--- src/rtl/jit_pkg.sv ---
// Shared types and constants for the JVM bytecode translator.
package jit_pkg;

    typedef enum logic [1:0] {
        S_OPCODE  = 2'd0,
        S_OPERAND = 2'd1,
        S_EMIT    = 2'd2,
        S_ERR     = 2'd3
    } state_e;

    localparam logic [7:0] OP_WIDE = 8'hC4;

    // Template words are stored at this width and cast to WORD_W on the way out.
    localparam int unsigned TPL_WORD_MAX = 64;

    typedef struct packed {
        logic [TPL_WORD_MAX-1:0] word;
        logic                    last;
        logic                    patch;
    } tpl_entry_t;

    typedef struct packed {
        logic [3:0] cnt;
        logic [7:0] tpl;
        logic       legal;
        logic       wide_ok;
    } op_info_t;

    function automatic tpl_entry_t mk_tpl(input logic [TPL_WORD_MAX-1:0] word,
                                          input logic last, input logic patch);
        tpl_entry_t e;
        e.word  = word;
        e.last  = last;
        e.patch = patch;
        return e;
    endfunction

    function automatic op_info_t mk_op(input logic [3:0] cnt, input logic [7:0] tpl,
                                       input logic wide_ok);
        op_info_t o;
        o.cnt     = cnt;
        o.tpl     = tpl;
        o.legal   = 1'b1;
        o.wide_ok = wide_ok;
        return o;
    endfunction

endpackage

--- src/rtl/bytecode_translator_if.sv ---
// Bytecode input stream and native-word output stream.
interface bytecode_translator_if #(
    parameter int unsigned WORD_W = 32
) ();
    logic              in_valid;
    logic              in_ready;
    logic [7:0]        in_byte;
    logic              out_valid;
    logic              out_ready;
    logic [WORD_W-1:0] out_word;
    logic              out_last;

    modport master (
        output in_valid, in_byte, out_ready,
        input  in_ready, out_valid, out_word, out_last
    );

    modport slave (
        input  in_valid, in_byte, out_ready,
        output in_ready, out_valid, out_word, out_last
    );
endinterface

--- src/rtl/xlate_rom.sv ---
// Combinational opcode-info table and native template table.
module xlate_rom
    import jit_pkg::*;
#(
    parameter int unsigned WORD_W    = 32,
    parameter int unsigned TPL_DEPTH = 256,
    localparam int unsigned TPL_AW   = (TPL_DEPTH > 1) ? $clog2(TPL_DEPTH) : 1
) (
    input  logic [7:0]        opcode_i,
    output logic [3:0]        op_cnt_o,
    output logic [TPL_AW-1:0] op_tpl_o,
    output logic              op_legal_o,
    output logic              op_wide_ok_o,
    input  logic [TPL_AW-1:0] tpl_addr_i,
    output logic [WORD_W-1:0] tpl_word_o,
    output logic              tpl_last_o,
    output logic              tpl_patch_o
);

    op_info_t   info;
    tpl_entry_t entry;

    // Opcode -> {operand bytes, template start, legal, wide_ok}; unlisted opcodes are illegal.
    always_comb begin
        info = '0;
        case (opcode_i)
            8'h00:   info = mk_op(4'd0, 8'd0, 1'b0);  // nop
            8'h10:   info = mk_op(4'd1, 8'd2, 1'b0);  // bipush
            8'h11:   info = mk_op(4'd2, 8'd3, 1'b0);  // sipush
            8'h15:   info = mk_op(4'd1, 8'd4, 1'b1);  // iload
            8'h5F:   info = mk_op(4'd0, 8'd5, 1'b0);  // swap
            8'h60:   info = mk_op(4'd0, 8'd1, 1'b0);  // iadd
            8'h84:   info = mk_op(4'd2, 8'd8, 1'b1);  // iinc
            default: info = '0;
        endcase
    end

    // Template word sequences; unused slots terminate immediately with a zero word.
    always_comb begin
        entry = mk_tpl('0, 1'b1, 1'b0);
        case (int'(tpl_addr_i))
            0:       entry = mk_tpl(64'h0000_0000_0000_0013, 1'b1, 1'b0);
            1:       entry = mk_tpl(64'h0000_0000_00A5_0533, 1'b1, 1'b0);
            2:       entry = mk_tpl(64'h0000_0000_1300_0000, 1'b1, 1'b1);
            3:       entry = mk_tpl(64'h0000_0000_1301_0000, 1'b1, 1'b1);
            4:       entry = mk_tpl(64'h0000_0000_2200_0000, 1'b1, 1'b1);
            5:       entry = mk_tpl(64'h0000_0000_3100_0001, 1'b0, 1'b0);
            6:       entry = mk_tpl(64'h0000_0000_3100_0002, 1'b0, 1'b0);
            7:       entry = mk_tpl(64'h0000_0000_3100_0003, 1'b1, 1'b0);
            8:       entry = mk_tpl(64'h0000_0000_4400_0000, 1'b0, 1'b1);
            9:       entry = mk_tpl(64'h0000_0000_4500_0000, 1'b1, 1'b1);
            default: entry = mk_tpl('0, 1'b1, 1'b0);
        endcase
    end

    assign op_cnt_o     = info.cnt;
    assign op_tpl_o     = TPL_AW'(info.tpl);
    assign op_legal_o   = info.legal;
    assign op_wide_ok_o = info.wide_ok;
    assign tpl_word_o   = WORD_W'(entry.word);
    assign tpl_last_o   = entry.last;
    assign tpl_patch_o  = entry.patch;

endmodule

--- src/rtl/bytecode_translator.sv ---
// Translates JVM bytecode bytes into sequences of patched native instruction words.
module bytecode_translator
    import jit_pkg::*;
#(
    parameter int unsigned WORD_W    = 32,
    parameter int unsigned TPL_DEPTH = 256,
    parameter int unsigned MAX_OPS   = 4,
    parameter int unsigned PATCH_LSB = 0,
    parameter int unsigned PATCH_W   = 16
) (
    input  logic                  clk,
    input  logic                  rst,
    bytecode_translator_if.slave  bus,
    output logic                  busy,
    output logic                  err_illegal,
    output logic [7:0]            err_opcode,
    output logic [15:0]           insn_count
);

    localparam int unsigned TPL_AW = (TPL_DEPTH > 1) ? $clog2(TPL_DEPTH) : 1;
    localparam int unsigned OPND_W = 8 * MAX_OPS;
    localparam int unsigned CNT_W  = $clog2(MAX_OPS + 1);

    state_e              state_q, state_d;
    logic                wide_q, wide_d;
    logic [OPND_W-1:0]   opnd_q, opnd_d;
    logic [CNT_W-1:0]    cnt_q, cnt_d;
    logic [TPL_AW-1:0]   tpl_addr_q, tpl_addr_d;
    logic [7:0]          err_opcode_q, err_opcode_d;
    logic [15:0]         insn_count_q, insn_count_d;

    logic [3:0]          op_cnt;
    logic [TPL_AW-1:0]   op_tpl;
    logic                op_legal;
    logic                op_wide_ok;
    logic [WORD_W-1:0]   tpl_word;
    logic                tpl_last;
    logic                tpl_patch;
    logic [4:0]          eff_cnt;

    logic                in_ready;
    logic                out_valid;
    logic [WORD_W-1:0]   out_word;
    logic                out_last;

    xlate_rom #(
        .WORD_W    (WORD_W),
        .TPL_DEPTH (TPL_DEPTH)
    ) u_rom (
        .opcode_i     (bus.in_byte),
        .op_cnt_o     (op_cnt),
        .op_tpl_o     (op_tpl),
        .op_legal_o   (op_legal),
        .op_wide_ok_o (op_wide_ok),
        .tpl_addr_i   (tpl_addr_q),
        .tpl_word_o   (tpl_word),
        .tpl_last_o   (tpl_last),
        .tpl_patch_o  (tpl_patch)
    );

    // A preceding WIDE prefix doubles the operand byte count.
    assign eff_cnt = wide_q ? {op_cnt, 1'b0} : {1'b0, op_cnt};

    // Next-state, datapath updates and handshake outputs.
    always_comb begin
        state_d      = state_q;
        wide_d       = wide_q;
        opnd_d       = opnd_q;
        cnt_d        = cnt_q;
        tpl_addr_d   = tpl_addr_q;
        err_opcode_d = err_opcode_q;
        insn_count_d = insn_count_q;
        in_ready     = 1'b0;
        out_valid    = 1'b0;
        out_word     = '0;
        out_last     = 1'b0;

        case (state_q)
            S_OPCODE: begin
                in_ready = 1'b1;
                if (bus.in_valid) begin
                    if (bus.in_byte == OP_WIDE) begin
                        if (wide_q) begin
                            state_d      = S_ERR;
                            err_opcode_d = bus.in_byte;
                        end else begin
                            wide_d = 1'b1;
                        end
                    end else if (!op_legal || (wide_q && !op_wide_ok) ||
                                 (32'(eff_cnt) > MAX_OPS)) begin
                        state_d      = S_ERR;
                        err_opcode_d = bus.in_byte;
                    end else begin
                        tpl_addr_d = op_tpl;
                        if (eff_cnt == 5'd0) begin
                            state_d = S_EMIT;
                        end else begin
                            cnt_d   = CNT_W'(eff_cnt);
                            state_d = S_OPERAND;
                        end
                    end
                end
            end
            S_OPERAND: begin
                in_ready = 1'b1;
                if (bus.in_valid) begin
                    // Big-endian accumulate: earlier bytes end up more significant.
                    opnd_d = (opnd_q << 8) | OPND_W'(bus.in_byte);
                    cnt_d  = cnt_q - CNT_W'(1);
                    if (cnt_q == CNT_W'(1)) begin
                        state_d = S_EMIT;
                    end
                end
            end
            S_EMIT: begin
                out_valid = 1'b1;
                out_word  = tpl_word;
                if (tpl_patch) begin
                    out_word[PATCH_LSB +: PATCH_W] = opnd_q[PATCH_W-1:0];
                end
                out_last = tpl_last;
                if (bus.out_ready) begin
                    if (tpl_last) begin
                        state_d      = S_OPCODE;
                        wide_d       = 1'b0;
                        opnd_d       = '0;
                        insn_count_d = insn_count_q + 16'd1;
                    end else if (tpl_addr_q == TPL_AW'(TPL_DEPTH - 1)) begin
                        tpl_addr_d = '0;
                    end else begin
                        tpl_addr_d = tpl_addr_q + TPL_AW'(1);
                    end
                end
            end
            S_ERR: begin
                state_d = S_ERR;
            end
        endcase
    end

    // State and datapath registers; reset wins over any same-cycle handshake.
    always_ff @(posedge clk) begin
        if (rst) begin
            state_q      <= S_OPCODE;
            wide_q       <= 1'b0;
            opnd_q       <= '0;
            cnt_q        <= '0;
            tpl_addr_q   <= '0;
            err_opcode_q <= 8'h00;
            insn_count_q <= 16'h0000;
        end else begin
            state_q      <= state_d;
            wide_q       <= wide_d;
            opnd_q       <= opnd_d;
            cnt_q        <= cnt_d;
            tpl_addr_q   <= tpl_addr_d;
            err_opcode_q <= err_opcode_d;
            insn_count_q <= insn_count_d;
        end
    end

    assign bus.in_ready  = in_ready;
    assign bus.out_valid = out_valid;
    assign bus.out_word  = out_word;
    assign bus.out_last  = out_last;
    assign busy          = (state_q != S_OPCODE);
    assign err_illegal   = (state_q == S_ERR);
    assign err_opcode    = err_opcode_q;
    assign insn_count    = insn_count_q;

endmodule
--- src/flat_wrapper.sv ---
// flat-port wrapper written by rule: the top's interface ports become plain ports
module bytecode_translator_flat import jit_pkg::*;
#(
    parameter int unsigned WORD_W    = 32,
    parameter int unsigned TPL_DEPTH = 256,
    parameter int unsigned MAX_OPS   = 4,
    parameter int unsigned PATCH_LSB = 0,
    parameter int unsigned PATCH_W   = 16
)
  (clk, rst, busy, err_illegal, err_opcode, insn_count, bus_in_valid, bus_in_byte, bus_out_ready, bus_in_ready, bus_out_valid, bus_out_word, bus_out_last);
  bytecode_translator_if #(.WORD_W(WORD_W)) bus_i ();
  input  logic clk;
  input  logic rst;
  output logic busy;
  output logic err_illegal;
  output logic [7:0] err_opcode;
  output logic [15:0] insn_count;
  input wire logic [$bits(bus_i.in_valid)-1:0] bus_in_valid;
  input wire logic [$bits(bus_i.in_byte)-1:0] bus_in_byte;
  input wire logic [$bits(bus_i.out_ready)-1:0] bus_out_ready;
  output wire logic [$bits(bus_i.in_ready)-1:0] bus_in_ready;
  output wire logic [$bits(bus_i.out_valid)-1:0] bus_out_valid;
  output wire logic [$bits(bus_i.out_word)-1:0] bus_out_word;
  output wire logic [$bits(bus_i.out_last)-1:0] bus_out_last;
  assign bus_i.in_valid = bus_in_valid;
  assign bus_i.in_byte = bus_in_byte;
  assign bus_i.out_ready = bus_out_ready;
  assign bus_in_ready = bus_i.in_ready;
  assign bus_out_valid = bus_i.out_valid;
  assign bus_out_word = bus_i.out_word;
  assign bus_out_last = bus_i.out_last;
  bytecode_translator #(.WORD_W(WORD_W), .TPL_DEPTH(TPL_DEPTH), .MAX_OPS(MAX_OPS), .PATCH_LSB(PATCH_LSB), .PATCH_W(PATCH_W)) u_core (.clk(clk), .rst(rst), .bus(bus_i), .busy(busy), .err_illegal(err_illegal), .err_opcode(err_opcode), .insn_count(insn_count));
endmodule
--- config.mk ---
export PLATFORM = sky130hd
export DESIGN_NAME = bytecode_translator_flat
export DESIGN_NICKNAME = d
export VERILOG_FILES = /design/src/rtl/jit_pkg.sv /design/src/rtl/bytecode_translator_if.sv /design/src/rtl/xlate_rom.sv /design/src/rtl/bytecode_translator.sv /design/src/flat_wrapper.sv
export SDC_FILE = /design/constraint.sdc
export NUM_CORES = 1
export LEC_CHECK = 0
export CELL_PAD_IN_SITES_DETAIL_PLACEMENT = 0
export CELL_PAD_IN_SITES_GLOBAL_PLACEMENT = 2
export CORE_MARGIN = 2
export CORE_UTILIZATION = 31
export CTS_BUF_LIST = sky130_fd_sc_hd__clkbuf_16
export DETAILED_ROUTE_END_ITERATION = 10
export HOLD_SLACK_MARGIN = 0.12
export PLACE_DENSITY = 0.84
export SLEW_MARGIN = 20
export SYNTH_ARGS = -nofsm -noshare
export SYNTH_HDL_FRONTEND = slang
export SYNTH_SLANG_ARGS = --single-unit
export TNS_END_PERCENT = 30
--- constraint.sdc ---
create_clock -name clk -period 4.5 [get_ports clk]
set_input_delay 0.675 -clock clk [delete_from_list [all_inputs] [get_ports clk]]
set_output_delay 0.675 -clock clk [all_outputs]
set_load 0.1 [all_outputs]
==> metrics.md <==
| Metric | Value |
|---|---|
| Initial DRC Count | around 150 |
| DRC viols | 0 |
| Num ports | 73 |
| Slew Viols, Final | 0 |
| CTS Hold Bufs | 0 |
| Relative slew slack | 0.345 |
| Ys Warns | 0 |
| Die ar. | 11400 um2 |
| Number of max-cap violations | 0 |
| Worst IR Drop VDD | 230 uV |
| Post-synth ARST share | 0 |
| Post-Syn Area | 3270 um2 |
| Syn Area/Cell | 8.31 um2 |
| CTS sink cnt | 66 |
| RSZ-0062 raised after global routing | false |
| Commonest cells after routing, fill and taps aside | nor2_1 (70), dfxtp_1 (66), clkdlybuf4s50_1 (39) |
| Reg2reg setup slack | 1.71 ns |
| Top post-synthesis cells by area | dfxtp_1 (40%), nor2_1 (8.0%), mux2i_1 (4.6%), and3_1 (4.0%), a22oi_1 (3.7%) |
| Global Route Usage Sum | 0.159 |
| Lkg Pwr | 1.72 nW |
| Rows | 37 |
| Commonest non-fill, non-tap cell in the layout | nor2_1 |
| Total core area | 10300 um2 |
| Clock root cell | clkbuf_16 |
| Layout cells sized above 1 | 0.129 |
| Vias | 2929 |
| Postcts setup bufs | 0 |
| XOR/XNOR Fraction of Synth Area | 0.0321 |
| CTS tree | built |
| DRT Wirelength | around 8800 um |
| Hold Path Class | reg2reg |
| Clock Path Buffers | 2 |
| H-Tree Depth | 3 |
| Crit path DAT | 3.97 ns |
| Post-Synth Simple-Gate Area | 0.261 |
| ANT cells | 0 |
| Final setup skew | 0.00601 ns |
| HPWL after DPL | 6160 um |
| Largest net degree at the start of global routing | 56 |
| Fin crit period | roughly 3.7 ns |
| Area share of the largest cell type after synthesis | 0.404 |
| Cts bufs inserted | 9 |
| DR WL/cell | 14.7 um |
| Syn Inst Count | 394 |
| Final worst path period share | 0.833 |
| R2R depth | 12 |
| Drt pass-1 iters | 4 |
| First-pass GRT wire length | between 10000 and 15000 um |
| DP Cell Count | 584 |
| Global route overflow | 0 |
| #FFs+latches synth | 66 |
| Main flop type after synthesis | dfxtp_1 |
| Power Density | 371 nW/um2 |
| Critical path endpoint category | register |
| Setup TNS | 0 ns |
| Synth Area in Compound Gates | 0.170 |
| Die height | 107 um |
| Main combinational cell family by area after synthesis | simple AND/OR/NAND/NOR gates |
| Die span in x | 107 um |
| PnR Total Power | 1.58 mW |
| Outcome | finished clean |
| Crit-path max FO | 6 |
| Critical path class | in2reg |
| Vias per Instance | between 4 and 5 |
| Hold Fails Final Rpt | 0 |
| Routed Antenna Nets | 0 |
| Clk pin slew, worst setup/hold paths | 0.06 ns |
| Worst R2R Start | u_core.state_q[0] |
| Placer Congestion | between 0.8 and 0.9 |
| Fill count | between 1000 and 1500 |
| Fraction of the mapped netlist area in adder cells | 0.0306 |
| # resized after CTS | 0 |
| Worst EP required | 4.72 ns |
| Synth area leader | dfxtp_1 |
| Port buffer count | 66 |
| Mux share of post-synthesis cell area | 0.0493 |
| Register area share after synthesis | 0.404 |
| Setup slack after layout | 0.750 ns |
| Initial core utilization | 0.318 |
| Fmax achieved | 267 MHz |
| Clk_lat worst skew | between 0.3 and 0.4 ns |
| Post-synth EDFFs | 0 |
| Vias in the first global route | 2925 |
| Measured slew at the worst slew-check pin | 0.979 ns |
| Critical path startpoint | bus_in_byte[1] |
| Setup-failing EPs final | 0 |
| Layout Cells excl Fill | 600 |
| Area grow syn2layout | 30.5% |
| Initial antenna violation count | 0 |
| Setup slack at placement | 0.408 ns |
| Distinct cell type count after synthesis | 53 |
| CP startpoint kind | primary input |
| Nets | 479 |
-- how the worst min path moves through the flow --
stage | slack (ns) | cells after the start | from | end
finish | 0.48 | 2 | u_core.tpl_addr_q[7] | u_core.tpl_addr_q[7]
global route | 0.50 | 2 | u_core.tpl_addr_q[7] | u_core.tpl_addr_q[7]
CTS | 0.48 | 2 | u_core.tpl_addr_q[7] | u_core.tpl_addr_q[7]
detailed placement | 0.47 | 2 | u_core.tpl_addr_q[7] | u_core.tpl_addr_q[7]
global placement | 0.47 | 2 | u_core.tpl_addr_q[7] | u_core.tpl_addr_q[7]
floorplan | 0.45 | 2 | u_core.tpl_addr_q[7] | u_core.tpl_addr_q[7]
-- worst max-delay path, stage by stage --
cell and delay [ns]:
clkdlybuf4s50_1 0.49, or4_4 0.57, or4_4 0.54, o211a_2 0.19, a21oi_4 0.19, a21o_1 0.19
mux2i_1 0.36, nor2_1 0.12, inv_1 0.17, ha_1 0.18, mux2i_1 0.08, a32o_1 0.22
-- cell usage after synthesis (all sizes together) (2+ instances only) --
cell type and instances:
nor3b 3, mux2i 15, or3 5, nand2b 9
or4 4, o21a 2, a21o 5, o21ai 14
and3 21, nand3b 2, clkbuf 13, or2 3
nand4 5, nand2 26, dfxtp 66, xnor2 3
buf 10, a22oi 16, o211a 2, nand3 8
nor2 70, xor2 9, a31oi 5, o22ai 2
inv 14, a21oi 23, and2 3, nor4 2
nor3 9, ha 8
-- area by class of cell --
class	count	area [um2]	share of cell area
multi-input cells	296	1800	0.421
clock buffers	9	225	0.0527
inverters	14	52.6	0.0123
well taps	136	170	0.0398
clock inverters	7	70.1	0.0164
repair buffers	72	636	0.149
flip-flops and latches	66	1320	0.309
-- power breakdown --
group | switching, mW | internal, mW | total [mW]
Combinational | 0.213 | 0.0661 | 0.279
Clock | 0.269 | 0.426 | 0.695
Sequential | 0.0119 | 0.598 | 0.610
Total | 0.494 | 1.09 | 1.58
-- cells by family (layout without fill, tap and decap cells) --
| family | count (synthesis) | count (layout) |
|---|---|---|
| flops | 66 | 66 |
| xor+xnor | 12 | 12 |
| mux | 16 | 16 |
| fa+ha+maj | 8 | 8 |
| simple gates | 174 | 174 |
| other cells | 1 | 6 |
| buf+inv | 37 | 102 |
| compound gates | 80 | 80 |
-- stage by stage --
| stage | hold slack, ns | cell area, um2 | utilization |
|---|---|---|---|
| 3_3_place_gp | 0.466 | 3980 | 0.387 |
| 2_1_floorplan | 0.447 | 3290 | - |
| 4_1_cts | 0.480 | 4270 | 0.416 |
| 5_1_grt | 0.499 | 4270 | 0.416 |
| 6_report | 0.480 | 4270 | 0.416 |
| 3_5_place_dp | 0.473 | 3980 | 0.387 |
-- metal layers --
metal / track usage / share of wire / vias to the layer above
met4: 0.0436 / 0.013 / 0
met5: 0 / 0 / -
met1: 0.209 / 0.48 / 1341
li1: - / - / 1502
met3: 0.0644 / 0.070 / 11
met2: 0.242 / 0.43 / 75
(Power assumes the default switching activity.)
